===== config.mk =====
export PLATFORM = sky130hd
export DESIGN_NAME = alu_arbiter
export DESIGN_NICKNAME = d
export VERILOG_FILES = /design/src/rtl/alu_arbiter.sv
export SDC_FILE = /design/constraint.sdc
export NUM_CORES = 1
export LEC_CHECK = 0
export ABC_AREA = 0
export CORE_MARGIN = 8
export CORE_UTILIZATION = 38
export CTS_CLUSTER_SIZE = 28
export DETAILED_ROUTE_END_ITERATION = 7
export PLACE_DENSITY = 0.81
export SYNTH_ARGS = -nofsm -noshare
export SYNTH_HDL_FRONTEND = slang
export SYNTH_SLANG_ARGS = --single-unit

===== constraint.sdc =====
create_clock -name clock_i -period 2 [get_ports clock_i]
set_input_delay 0.6 -clock clock_i [delete_from_list [all_inputs] [get_ports clock_i]]
set_output_delay 0.6 -clock clock_i [all_outputs]
set_load 0.005 [all_outputs]

===== src/rtl/alu_arbiter.sv =====
// -----------------------------------------------------------------------------
// alu_arbiter
//
// Shares one registered ALU between two requesters. Each requester offers
// operands plus an opcode; the winner is registered onto the ALU inputs, the
// block waits out the ALU latency, captures the result and returns it with
// the owning requester ID on a single response channel.
//
// Handshakes (request and response channels alike): a transfer happens on a
// rising clock edge where valid and ready are both high. A requester keeps
// valid/a/b/opcode stable until ready; it may drop valid before ready, in
// which case nothing is granted. The response side keeps rsp_valid_o,
// rsp_id_o and rsp_data_o stable until rsp_ready_i is seen high.
//
// Configuration macro:
//   ALU_ARB_FIXED_PRIORITY_EN  defined   -> requester 0 always wins ties
//                              undefined -> round-robin ties (default)
//
// Parameters:
//   DATA_WIDTH    operand/result width, must match the ALU
//   OPCODE_WIDTH  opcode width
//   ALU_LATENCY   posedges from ALU input change to registered ALU output (>=1)
//
// Ports:
//   clock_i, reset_n_i              clock, async active-low reset
//   reqN_valid_i / reqN_ready_o     request handshake, N = 0,1
//   reqN_a_i, reqN_b_i              operands
//   reqN_opcode_i                   opcode
//   alu_a_o, alu_b_o, alu_opcode_o  registered ALU inputs (hold between ops)
//   alu_result_i                    ALU output
//   rsp_valid_o / rsp_ready_i       response handshake
//   rsp_id_o, rsp_data_o            owning requester and captured result
//   busy_o                          high whenever the FSM is not IDLE
//   state_o                         FSM state for observation (IDLE/WAIT/RESP)
// -----------------------------------------------------------------------------
`timescale 1ns/1ps

module alu_arbiter #(
    parameter int DATA_WIDTH   = 32,
    parameter int OPCODE_WIDTH = 5,
    parameter int ALU_LATENCY  = 1
) (
    input  logic                    clock_i,
    input  logic                    reset_n_i,

    input  logic                    req0_valid_i,
    output logic                    req0_ready_o,
    input  logic [DATA_WIDTH-1:0]   req0_a_i,
    input  logic [DATA_WIDTH-1:0]   req0_b_i,
    input  logic [OPCODE_WIDTH-1:0] req0_opcode_i,

    input  logic                    req1_valid_i,
    output logic                    req1_ready_o,
    input  logic [DATA_WIDTH-1:0]   req1_a_i,
    input  logic [DATA_WIDTH-1:0]   req1_b_i,
    input  logic [OPCODE_WIDTH-1:0] req1_opcode_i,

    output logic [DATA_WIDTH-1:0]   alu_a_o,
    output logic [DATA_WIDTH-1:0]   alu_b_o,
    output logic [OPCODE_WIDTH-1:0] alu_opcode_o,
    input  logic [DATA_WIDTH-1:0]   alu_result_i,

    output logic                    rsp_valid_o,
    input  logic                    rsp_ready_i,
    output logic                    rsp_id_o,
    output logic [DATA_WIDTH-1:0]   rsp_data_o,

    output logic                    busy_o,
    output logic [1:0]              state_o
);

    localparam logic [1:0] ST_IDLE = 2'd0;
    localparam logic [1:0] ST_WAIT = 2'd1;
    localparam logic [1:0] ST_RESP = 2'd2;

    localparam int CNT_W = (ALU_LATENCY < 1) ? 1 : $clog2(ALU_LATENCY + 1);
    localparam logic [CNT_W-1:0] CNT_LOAD = CNT_W'(ALU_LATENCY);

    logic [1:0]       state;
    logic [CNT_W-1:0] cnt;
    logic             grant0;
    logic             grant1;
    logic             accept;

`ifdef ALU_ARB_FIXED_PRIORITY_EN
    // Requester 0 wins every tie; there is no fairness history.
    always_comb begin
        grant0 = req0_valid_i;
        grant1 = req1_valid_i && !req0_valid_i;
    end
`else
    // rr_last remembers the most recent winner; on a tie the other one wins.
    // It resets to 1 so requester 0 wins the first tie.
    logic rr_last;

    always_comb begin
        grant1 = req1_valid_i && (!req0_valid_i || !rr_last);
        grant0 = req0_valid_i && !grant1;
    end

    always_ff @(posedge clock_i or negedge reset_n_i) begin
        if (!reset_n_i) begin
            rr_last <= 1'b1;
        end else if (accept) begin
            rr_last <= grant1;
        end
    end
`endif

    assign accept = (state == ST_IDLE) && (grant0 || grant1);

    // Ready is offered only in IDLE and only to the winner. It is also masked
    // by the reset pin so every output reads 0 while reset is held.
    assign req0_ready_o = reset_n_i && (state == ST_IDLE) && grant0;
    assign req1_ready_o = reset_n_i && (state == ST_IDLE) && grant1;

    assign busy_o  = (state != ST_IDLE);
    assign state_o = state;

    always_ff @(posedge clock_i or negedge reset_n_i) begin
        if (!reset_n_i) begin
            state        <= ST_IDLE;
            cnt          <= '0;
            alu_a_o      <= '0;
            alu_b_o      <= '0;
            alu_opcode_o <= '0;
            rsp_valid_o  <= 1'b0;
            rsp_id_o     <= 1'b0;
            rsp_data_o   <= '0;
        end else begin
            case (state)
                ST_IDLE: begin
                    if (accept) begin
                        alu_a_o      <= grant1 ? req1_a_i      : req0_a_i;
                        alu_b_o      <= grant1 ? req1_b_i      : req0_b_i;
                        alu_opcode_o <= grant1 ? req1_opcode_i : req0_opcode_i;
                        rsp_id_o     <= grant1;
                        cnt          <= CNT_LOAD;
                        state        <= ST_WAIT;
                    end
                end
                ST_WAIT: begin
                    // Count down the ALU latency, then sample the result one
                    // edge later, so the capture lands ALU_LATENCY+1 edges
                    // after the accept edge.
                    if (cnt != '0) begin
                        cnt <= cnt - 1'b1;
                    end else begin
                        rsp_data_o  <= alu_result_i;
                        rsp_valid_o <= 1'b1;
                        state       <= ST_RESP;
                    end
                end
                ST_RESP: begin
                    if (rsp_ready_i) begin
                        rsp_valid_o <= 1'b0;
                        state       <= ST_IDLE;
                    end
                end
                default: begin
                    state       <= ST_IDLE;
                    rsp_valid_o <= 1'b0;
                end
            endcase
        end
    end

endmodule


======== Word level (Yosys, flattened, before mapping) ========
Cells that the tools add are included.
storage, ports and cells
  logic and storage cells ................. 49
  output and inout port bits .............. 108
  register bits after elaboration ......... 107
operators by class
  add/subtract/negate cells ............... 1
  bitwise operators ....................... 2
  muxes and demuxes ....................... 13
  equal/unequal tests ..................... 5
  reduce and logical (&&, ||, !) cells .... 19
operators with widths
  operator                                       number
  2-to-1 mux 32 bit                              2
  logical AND 1 bit                              6
  2-to-1 mux 2 bit                               3
  inequality test 2 bit, second input constant   3
  one-hot mux 2 bit (3 select lines)             1
  AND reduction 2 bit                            3
  AND reduction 3 bit                            2
  2-to-1 mux 5 bit                               1
  2-to-1 mux 1 bit                               4
  nonzero test 2 bit                             2
  zero test 1 bit                                3
  one-hot mux 1 bit (3 select lines)             1
  == test 2 x 1 -> 1 bit, second input constant  1
  == test 2 bit, second input constant           1
  zero test 2 bit                                1
  logical OR 1 bit                               2
  inverter 1 bit                                 2
  one-hot mux 1 bit (2 select lines)             1
  subtractor 1 bit, second input constant        1

======== Logic depth before layout (Yosys ltp) ========
Gate-level depths: netlist of the first run.
  word-level depth ........................ 9
  mapped depth ............................ 5
  gate-level depth less buffers ........... 3

======== Worst setup path after synthesis of the first run ========
Ideal clock, no wire load.
  path kind ............................... in2out
  start point ............................. input port req1_valid_i
  end point ............................... output port req0_ready_o
  arrival ................................. 1.255 ns
  data required time ...................... 1.400 ns
  stages on the path ...................... 4
  setup slack ............................. 0.145 ns
  cell sequence ........................... a21bo_1 -> buf_6 -> buf_6 -> and4_1
between the ends
  word-level cells in the longest chain between the ends .. 4
RTL lines
  what               line  RTL
  start, declared    52    input logic req1_valid_i,
  logical AND 1 bit  97    grant1 = req1_valid_i && (!req0_valid_i || !rr_last);
  zero test 1 bit    98    grant0 = req0_valid_i && !grant1;
  logical AND 1 bit  98
  logical AND 1 bit  114   assign req0_ready_o = reset_n_i && (state == ST_IDLE) && grant0;
  end, declared      47    output logic req0_ready_o,
Every way passes these cells.

======== Worst setup path in the final report of the first run ========
  start point ............................. input port req0_valid_i
  end point ............................... output port req0_ready_o
between the ends
  word-level cells in the longest chain between the ends .. 6
RTL lines
  what                 line  RTL
  start, declared      46    input logic req0_valid_i,
  zero test 1 bit      97
  logical OR 1 bit     97
  logical AND 1 bit    97
  zero test 1 bit      98
  logical AND 1 bit *  98
  logical AND 1 bit *  114
Every way passes the cells marked *; elsewhere a longest branch is shown, timed or not.

==> summary.txt, run 1 <==
Timing
  – Final setup fails: 0
  – Hold Worst Slack: 0.3045 ns
  – Final Hold Viols: 0
  – Worst Max-Slew Pin Slew: 0.7133 ns
  – Unrepaired setup endpoints after global routing: true
  – Clk_skew: 0.007582 ns
  – Fin crit share: 97.71%
  – Final Max Tran Viols: 0
  – Max transition margin: 52.44%
  – Min Tclk post-route: 1.954 ns
  – Final WS setup: 0.04588 ns
  – Total negative slack: 0 ns
  – F_max: 0.5117 GHz

Detailed routing
  – Wire per inst: 19.32 um
  – First-pass detailed-route iteration total: 4
  – Via count: 3,731
  – DRC: 0
  – Routed wire length: 15,220 um
  – Final ANT Viol Nets: 0
  – Vias per Instance: 4.735
  – Initial detailed-routing violation count: 107

Logic synthesis
  – Number of flops mapped to enable cells by yosys: 0
  – Primary FF master, synth: dfrtp_1
  – Cell area after synthesis: 4843 um^2
  – Synth Net Count: 491
  – Synth Instances: 316
  – Commonest cells in the netlist: dfrtp_1 (106), mux2_2 (103), mux2_1 (67), buf_2 (10), buf_6 (8)
  – Largest cells by area after synthesis: dfrtp_1 (55%), mux2_2 (24%), mux2_1 (16%)
  – Synth top area share: 54.77%
  – Post-synthesis sequential area ratio: 55.31%
  – Synth cell types: 18
  – Async SR Flop Fraction: 100.0%
  – Yosys reg bits: 107
  – YS warnings: 0
  – Mean Syn Cell Area: 15.33 um^2
  – Area leader, netlist: dfrtp_1
  – Most common cell in the synthesized netlist: dfrtp_1

Placement
  – Placed cell count: 770
  – DP Worst Slack: -0.6355 ns
  – Hpwl dp: 12,270 um
  – Number of port buffers: 282
  – Gpl congestion: 0.8494
  – Placed cell area: 7944 um^2

Final layout
  – Nets: 786
  – Fin util: 65.90%
  – Layout cells sized above 1: 24.19%
  – Ant diodes: 0
  – Area delta synth->final: 70.32%
  – Final non-filler cell total: 788
  – Final Cell Area: 8249 um^2

Worst setup path
  – Reg2reg end: alu_a_o[17]
  – CP Capture Type: primary output
  – Critical Path RT: 1.40 ns
  – Reg2Reg Setup Slack: 0.12 ns
  – CP Class: in2out
  – Crit path arrival time: 1.35 ns
  – R2R depth: 6
  – Worst Path Max Fanout: 4
  – FF-to-FF Start: rr_last
  – Startpoint types: input port

Global route
  – Largest net degree at the start of global routing: 57
  – GR met2 Demand/Resource: 32.76%
  – Gr ovfl total: 0
  – Met3 Usage GRT: 7.654%
  – First-pass GRT wire length: 23,420 um
  – Tot GR Track Use: 18.07%
  – Initial antenna violation count: 0
  – GRT busiest layer: met2
  – Vias in the first global route: 4,343
  – Grt met1 use: 18.49%

Floorplanning
  – Total Die Area: 16,610 um^2
  – Starting density of the core: 38.69%
  – Die H: 128.9 um
  – Die width: 128.9 um
  – I/O pins: 283
  – Row count: 41
  – Core area: 12,520 um^2

Clock network
  – Root Buffer: clkbuf_16
  – Worst-skew pair later-pin latency: 0.34 ns
  – Reg clk slew, reported paths: 0.07 ns
  – Clk sinks: 107
  – CTS tree: built
  – H-tree depth: 3
  – CTS Buf Count: 9
  – CTS Buffer Depth: 2

Pwr
  – P_leak: 3.373 nW
  – Power Density: 1344 nW/um^2
  – Tot Pwr: 11.09 mW
  – Peak VDD IR: 0.7006 mV

Status
  – Status: complete, no violations

Flow run
  – Max Cap Viol: 0

Worst hold path
  – Worst Hold Class: in2async
[state kept, by name, indices dropped and copies added (netlist names)]
register and cells:
alu_a_o 32, alu_b_o 32, rsp_data_o 32, alu_opcode_o 5, state_o 2, cnt 1, rr_last 1, rsp_id_o 1
rsp_valid_o 1
[cells in the final DEF, fill, tap and decap left out, drive strengths merged, types with 3 or more instances in the layout]
cell,instances
clkinv,4
dfrtp,106
mux2,170
buf,23
nand2,4
nor2,4
clkbuf,12
dlygate4sd2,3
o21ai,3
clkdlybuf4s50,274
[power breakdown]
group,internal (mW),total (mW),switching (mW)
sequential,3.30,3.88,0.580
clock,0.943,1.71,0.765
combinational,3.70,5.50,1.79
[metal layers]
layer	vias up	share of wire, %	routed length [um]
met5	-	0	0
met4	0	1.6	250
met3	16	9.8	1495
met2	171	52	7890
met1	1828	37	5588
li1	1716	-	-
[worst max-delay path by stage]
stage	start	to
floorplan	req1_valid_i	req0_ready_o
global placement	req1_valid_i	req1_ready_o
detailed placement	req1_valid_i	req1_ready_o
CTS	state_o[0]	req1_ready_o
global route	state_o[0]	req1_ready_o
finish	req0_valid_i	req0_ready_o
[timing repair]
item | CTS | global route
gates resized for setup | 17 | 3
pin swaps | 2 | 0
hold buffers | 0 | 0
endpoints found under the setup margin | 51 | 9
setup buffers | 2 | 0
cloned | 0 | 0
[critical path, stage by stage]
cell and delay (ns):
clkdlybuf4s15_2 0.20, a21bo_4 0.23, and4_1 0.19, buf_2 0.12
[cell families (layout without fill, tap and decap cells)]
logic type	count (synthesis)	after routing	share of synthesized area [%]
AO/OA/AOI/OAI	9	9	1.188
flip-flops	107	107	55.31
AND/OR/NAND/NOR	10	10	0.9299
buffers and inverters	20	320	3.048
multiplexers	170	170	39.52
[cell type report]
type                    instances  area [um^2]
fillers                       970         4268
repair buffers                302         3013
flip-flops and latches        107         2679
multi-input cells             189         2044
clock buffers                  12        266.5
well taps                     172        215.2
clock inverters                 4        23.77
inverters                       2        7.507
Power figures use the tool's default switching activity.
==> run 2, diff against run 1 <==
--- a/config.mk
+++ b/config.mk
@@ -6,6 +6,7 @@
 export NUM_CORES = 1
 export LEC_CHECK = 0
 export ABC_AREA = 0
+export CORE_ASPECT_RATIO = 1.5
 export CORE_MARGIN = 8
 export CORE_UTILIZATION = 38
 export CTS_CLUSTER_SIZE = 28
==> summary.txt, run 2 (synthesized netlist as in run 1, its figures left out) <==
Worst setup path
  – CP Cell Sequence: a21bo_4 -> and4_1 -> buf_2
  – Critical Path RT: 1.40 ns
  – CP Capture Type: primary output
  – Startpoint types: register
  – Crit path arrival time: 1.31 ns
  – CP Class: reg2out
  – Slowest Stage Delay on Critical Path: 0.56 ns
  – Max stage delay cell, worst path: dfstp_2
  – R2R depth: 5
  – Worst Path Max Fanout: 3

Floorplanning
  – Die width: 108.2 um
  – Starting density of the core: 38.90%
  – Core area: 12,450 um^2
  – I/O pins: 283
  – Die H: 154.3 um
  – Total Die Area: 16,690 um^2
  – Row count: 50

Detailed routing
  – Wire per inst: 19.45 um
  – Vias per Instance: 4.833
  – Initial detailed-routing violation count: 59
  – Via count: 3,702
  – Final ANT Viol Nets: 0
  – DRC: 0
  – First-pass detailed-route iteration total: 4
  – Routed wire length: 14,900 um

Worst hold path
  – Worst Hold Class: in2async

Final layout
  – Commonest non-fill, non-tap cell in the layout: clkdlybuf4s50_1
  – Nets: 780
  – Area delta synth->final: 69.52%
  – Ant diodes: 0
  – Fin util: 65.95%
  – Most frequent cells in the layout: clkdlybuf4s50_1 (274), dfrtp_1 (106), mux2_2 (103)
  – Layout cells sized above 1: 23.28%
  – Largest registers: alu_a_o (32), alu_b_o (32), rsp_data_o (32)

Timing
  – Max transition margin: 46.40%
  – Worst Max-Slew Pin Slew: 0.8040 ns
  – Fin crit share: 95.68%
  – F_max: 0.5226 GHz
  – Final Max Tran Viols: 0
  – Final setup fails: 0
  – Min Tclk post-route: 1.914 ns
  – Unrepaired setup endpoints after global routing: false
  – Clk_skew: 0.007664 ns
  – Final Hold Viols: 0

Clock network
  – CTS tree: built
  – Root Buffer: clkbuf_16
  – Clk sinks: 107
  – CTS Buffer Depth: 2
  – H-tree depth: 3
  – Hold_buf cts: 0
  – Reg clk slew, reported paths: 0.07 ns
  – CTS Buf Count: 9
  – Worst-skew pair later-pin latency: 0.34 ns

Pwr
  – Clock power share: 16.0%
  – Peak VDD IR: 0.7680 mV
  – Internal power: 7.992 mW
  – Net Sw Power: 3.148 mW
  – Power Density: 1357 nW/um^2
  – Sw Share: 28.26%
  – Comb pwr share: 49.1%
  – Seq pwr share: 34.9%
  – Tot Pwr: 11.14 mW
  – P_leak: 3.358 nW

Global route
  – First-pass GRT wire length: 23,200 um
  – Tot GR Track Use: 17.83%
  – Vias in the first global route: 4,381
  – Initial antenna violation count: 0
  – Gr ovfl total: 0
  – Largest net degree at the start of global routing: 67

Placement
  – Gpl congestion: 0.7679
  – Number of port buffers: 282
  – Hpwl dp: 12,110 um

Flow run
  – Max Cap Viol: 0

Status
  – Status: complete, no violations
==> run 2: power groups by stage <==
stage	clock network, mW	registers, mW	logic [mW]
2_1_floorplan	0	3.96	2.12
3_3_place_gp	0	3.84	5.44
3_5_place_dp	0	3.93	5.57
4_1_cts	1.86	3.90	5.60
5_1_grt	1.95	4.03	5.87
6_report	1.79	3.88	5.47
==> run 2: metal layers <==
layer,vias up,track usage [%],part of all wire [%]
li1,1705,-,-
met1,1810,16.56,33
met2,167,32.73,55
met3,20,8.444,11
met4,0,5.777,2.0
met5,-,0,0
==> run 2: repair_timing <==
action,CTS,global route
hold endpoints to repair,0,0
setup buffers,1,0
gates resized for setup,16,4
pin swaps,3,1
setup endpoints to repair,62,3
==> run 2: worst max-delay path: cells and delay by family (launching register included) <==
family | cells | cell delay [ns]
buffers and inverters | 1 | 0.11
AND/OR/NAND/NOR | 1 | 0.17
flip-flops | 1 | 0.56
AO/OA/AOI/OAI | 1 | 0.14
==> run 2: path summary, 6_finish.rpt <==
kind                             endpoint  slack [ns]  startpoint
hold / removal             rsp_data_o[23]        0.37   reset_n_i
setup reg to reg              alu_b_o[28]        0.16     rr_last
min in group clock_i             rsp_id_o        0.50    rsp_id_o
max in group asynchronous      alu_b_o[7]        0.98   reset_n_i
setup / recovery             req0_ready_o        0.09     rr_last
hold reg to reg                  rsp_id_o        0.50    rsp_id_o
==> run 2: cell type report <==
class	count	area [um^2]
inverters	2	7.507
flip-flops and latches	107	2679
multi-input cells	189	2042
repair buffers	296	2984
clock buffers	11	242.7
clock inverters	5	60.06
well taps	156	195.2
fillers	957	4239
==> run 2: metrics by stage <==
stage	std cells	setup slack (ns)	area (um^2)	setup TNS (ns)	hold slack [ns]
4_1_cts	766	0.03807	8209	0	0.3789
3_3_place_gp	749	-0.5444	7899	-24.64	0.4735
6_report	766	0.08649	8210	0	0.3679
3_5_place_dp	749	-0.5728	7899	-27.69	0.4734
2_1_floorplan	316	0.1447	4843	0	0.3044
5_1_grt	766	0.005811	8210	0	0.4068
==> run 3, diff against run 2 <==
--- a/config.mk
+++ b/config.mk
@@ -6,12 +6,14 @@
 export NUM_CORES = 1
 export LEC_CHECK = 0
 export ABC_AREA = 0
+export CAP_MARGIN = 40
 export CORE_ASPECT_RATIO = 1.5
 export CORE_MARGIN = 8
-export CORE_UTILIZATION = 38
+export CORE_UTILIZATION = 35
+export CTS_BUF_LIST = sky130_fd_sc_hd__clkbuf_8
 export CTS_CLUSTER_SIZE = 28
 export DETAILED_ROUTE_END_ITERATION = 7
-export PLACE_DENSITY = 0.81
+export PLACE_DENSITY = 0.78
 export SYNTH_ARGS = -nofsm -noshare
 export SYNTH_HDL_FRONTEND = slang
 export SYNTH_SLANG_ARGS = --single-unit
==> constraint.sdc (replaced) <==
create_clock -name clock_i -period 1.64 [get_ports clock_i]
set_input_delay 0.492 -clock clock_i [delete_from_list [all_inputs] [get_ports clock_i]]
set_output_delay 0.492 -clock clock_i [all_outputs]
set_load 0.005 [all_outputs]
==> summary.txt, run 3 (synthesized netlist as in run 1, its figures left out) <==
Status
  – Status: finished with violations
  – Failing checks: setup timing

Global route
  – Gr ovfl total: 0
  – Largest net degree at the start of global routing: 58
  – Tot GR Track Use: 17.06%
  – First-pass GRT wire length: 23,960 um
  – Initial antenna violation count: 0
  – Vias in the first global route: 4,153

Timing
  – Unrepaired setup endpoints after global routing: true
  – Final WS setup: -0.2398 ns
  – Clk_skew: 0.01655 ns
  – Total negative slack: -6.113 ns
  – Hold Worst Slack: 0.3132 ns
  – Fin crit share: 114.6%
  – F_max: 0.5320 GHz
  – Final setup fails: 59
  – Worst Max-Slew Pin Slew: 0.7489 ns
  – Max transition margin: 50.07%
  – Final Max Tran Viols: 0
  – Final Hold Viols: 0
  – Min Tclk post-route: 1.880 ns

Final layout
  – Nets: 800
  – Commonest non-fill, non-tap cell in the layout: clkdlybuf4s50_1
  – Ant diodes: 0
  – Layout cells sized above 1: 27.19%
  – Most frequent cells in the layout: clkdlybuf4s50_1 (171), dfrtp_1 (106), dlygate4sd2_1 (105)
  – Area delta synth->final: 70.91%
  – Largest registers: alu_a_o (32), alu_b_o (32), rsp_data_o (32)
  – Final Cell Area: 8278 um^2

Clock network
  – Worst-skew pair later-pin latency: 0.36 ns
  – H-tree depth: 3
  – Root Buffer: clkbuf_8
  – CTS Buf Count: 9
  – Reg clk slew, reported paths: 0.11 ns
  – CTS tree: built
  – Hold_buf cts: 0
  – Clk sinks: 107
  – CTS Buffer Depth: 2

Worst setup path
  – Worst Path Max Fanout: 5
  – Slowest Stage Delay on Critical Path: 0.56 ns
  – Top Family by Delay on Critical Path: flip-flops
  – Max stage delay cell, worst path: dfstp_2
  – CP Capture Type: primary output
  – Startpoint types: register
  – Critical Path RT: 1.15 ns
  – Crit path arrival time: 1.39 ns
  – CP Cell Sequence: a21bo_4 -> and4_1 -> buf_2
  – CP bufs+invs: 1
  – CP Class: reg2out

Placement
  – Placed cell area: 7919 um^2
  – Gpl congestion: 0.7814
  – Number of port buffers: 282
  – DP Worst Slack: -0.7213 ns
  – Hpwl dp: 12,540 um

Detailed routing
  – Final ANT Viol Nets: 0
  – Via count: 3,779
  – DRC: 0
  – First-pass detailed-route iteration total: 4
  – Routed wire length: 16,700 um
  – Wire per inst: 21.11 um
  – Initial detailed-routing violation count: 77
  – Vias per Instance: 4.777

Floorplanning
  – Total Die Area: 17,940 um^2
  – Core area: 13,530 um^2
  – Die H: 160.1 um
  – Die width: 112.1 um
  – Starting density of the core: 35.79%
  – I/O pins: 283
  – Row count: 52

Flow run
  – Max Cap Viol: 0

Worst hold path
  – Worst Hold Class: in2async

Pwr
  – Peak VDD IR: 0.8501 mV
  – Tot Pwr: 12.53 mW
  – Power Density: 1514 nW/um^2
  – P_leak: 3.644 nW
[run 3: worst paths after layout]
| check | from | to | slack (ns) | cells past startpoint |
|---|---|---|---|---|
| max in group asynchronous | reset_n_i | alu_b_o[13] | 0.40 | 3 |
| setup / recovery | rr_last | req0_ready_o | -0.24 | 3 |
| setup reg to reg | rr_last | alu_b_o[6] | -0.13 | 5 |
| hold reg to reg | alu_b_o[30] | alu_b_o[30] | 0.51 | 1 |
| min in group clock_i | alu_b_o[30] | alu_b_o[30] | 0.51 | 1 |
| hold / removal | reset_n_i | alu_b_o[10] | 0.31 | 2 |
[run 3: area by class of cell]
type | count | area, um^2
Inverter | 2 | 7.507
Fill cell | 1124 | 5255
Clock buffer | 9 | 123.9
Sequential cell | 107 | 2679
Clock inverter | 6 | 82.58
Multi-Input combinational cell | 189 | 2079
Timing Repair Buffer | 316 | 3103
Tap cell | 162 | 202.7
[run 3: worst reg2reg max path: cells and delay by family (launching register included)]
| kind | cells | cell delay, ns |
|---|---|---|
| flip-flops | 1 | 0.56 |
| multiplexers | 2 | 0.60 |
| AO/OA/AOI/OAI | 1 | 0.17 |
| buffers and inverters | 2 | 0.35 |
[run 3: per-stage QoR]
| stage | cells | util [%] |
|---|---|---|
| 3_5_place_dp | 760 | 58.52 |
| 3_3_place_gp | 760 | 58.52 |
| 4_1_cts | 778 | 59.23 |
| 6_report | 791 | 61.17 |
| 5_1_grt | 791 | 61.17 |
| 2_1_floorplan | 316 | - |
[run 3: report_power, final]
| group | total, mW | switching [mW] | internal, mW | leakage [nW] |
|---|---|---|---|---|
| combinational | 6.19 | 2.34 | 3.85 | 2.28 |
| clock | 1.71 | 0.865 | 0.846 | 0.110 |
| sequential | 4.63 | 0.615 | 4.01 | 1.25 |
| total | 12.5 | 3.82 | 8.71 | 3.64 |
[run 3: routing by layer]
metal	track usage, %	part of all wire, %
met3	6.720	8.1
met1	17.34	36
met5	0	0
met4	5.915	2.0
met2	30.94	53
[run 3: what timing repair did]
item / in CTS / in global routing
gates resized for setup: 125 / 24
cloned: 0 / 7
endpoints found under the setup margin: 177 / 74
pin swaps: 3 / 2
buffers inserted: 3 / 6
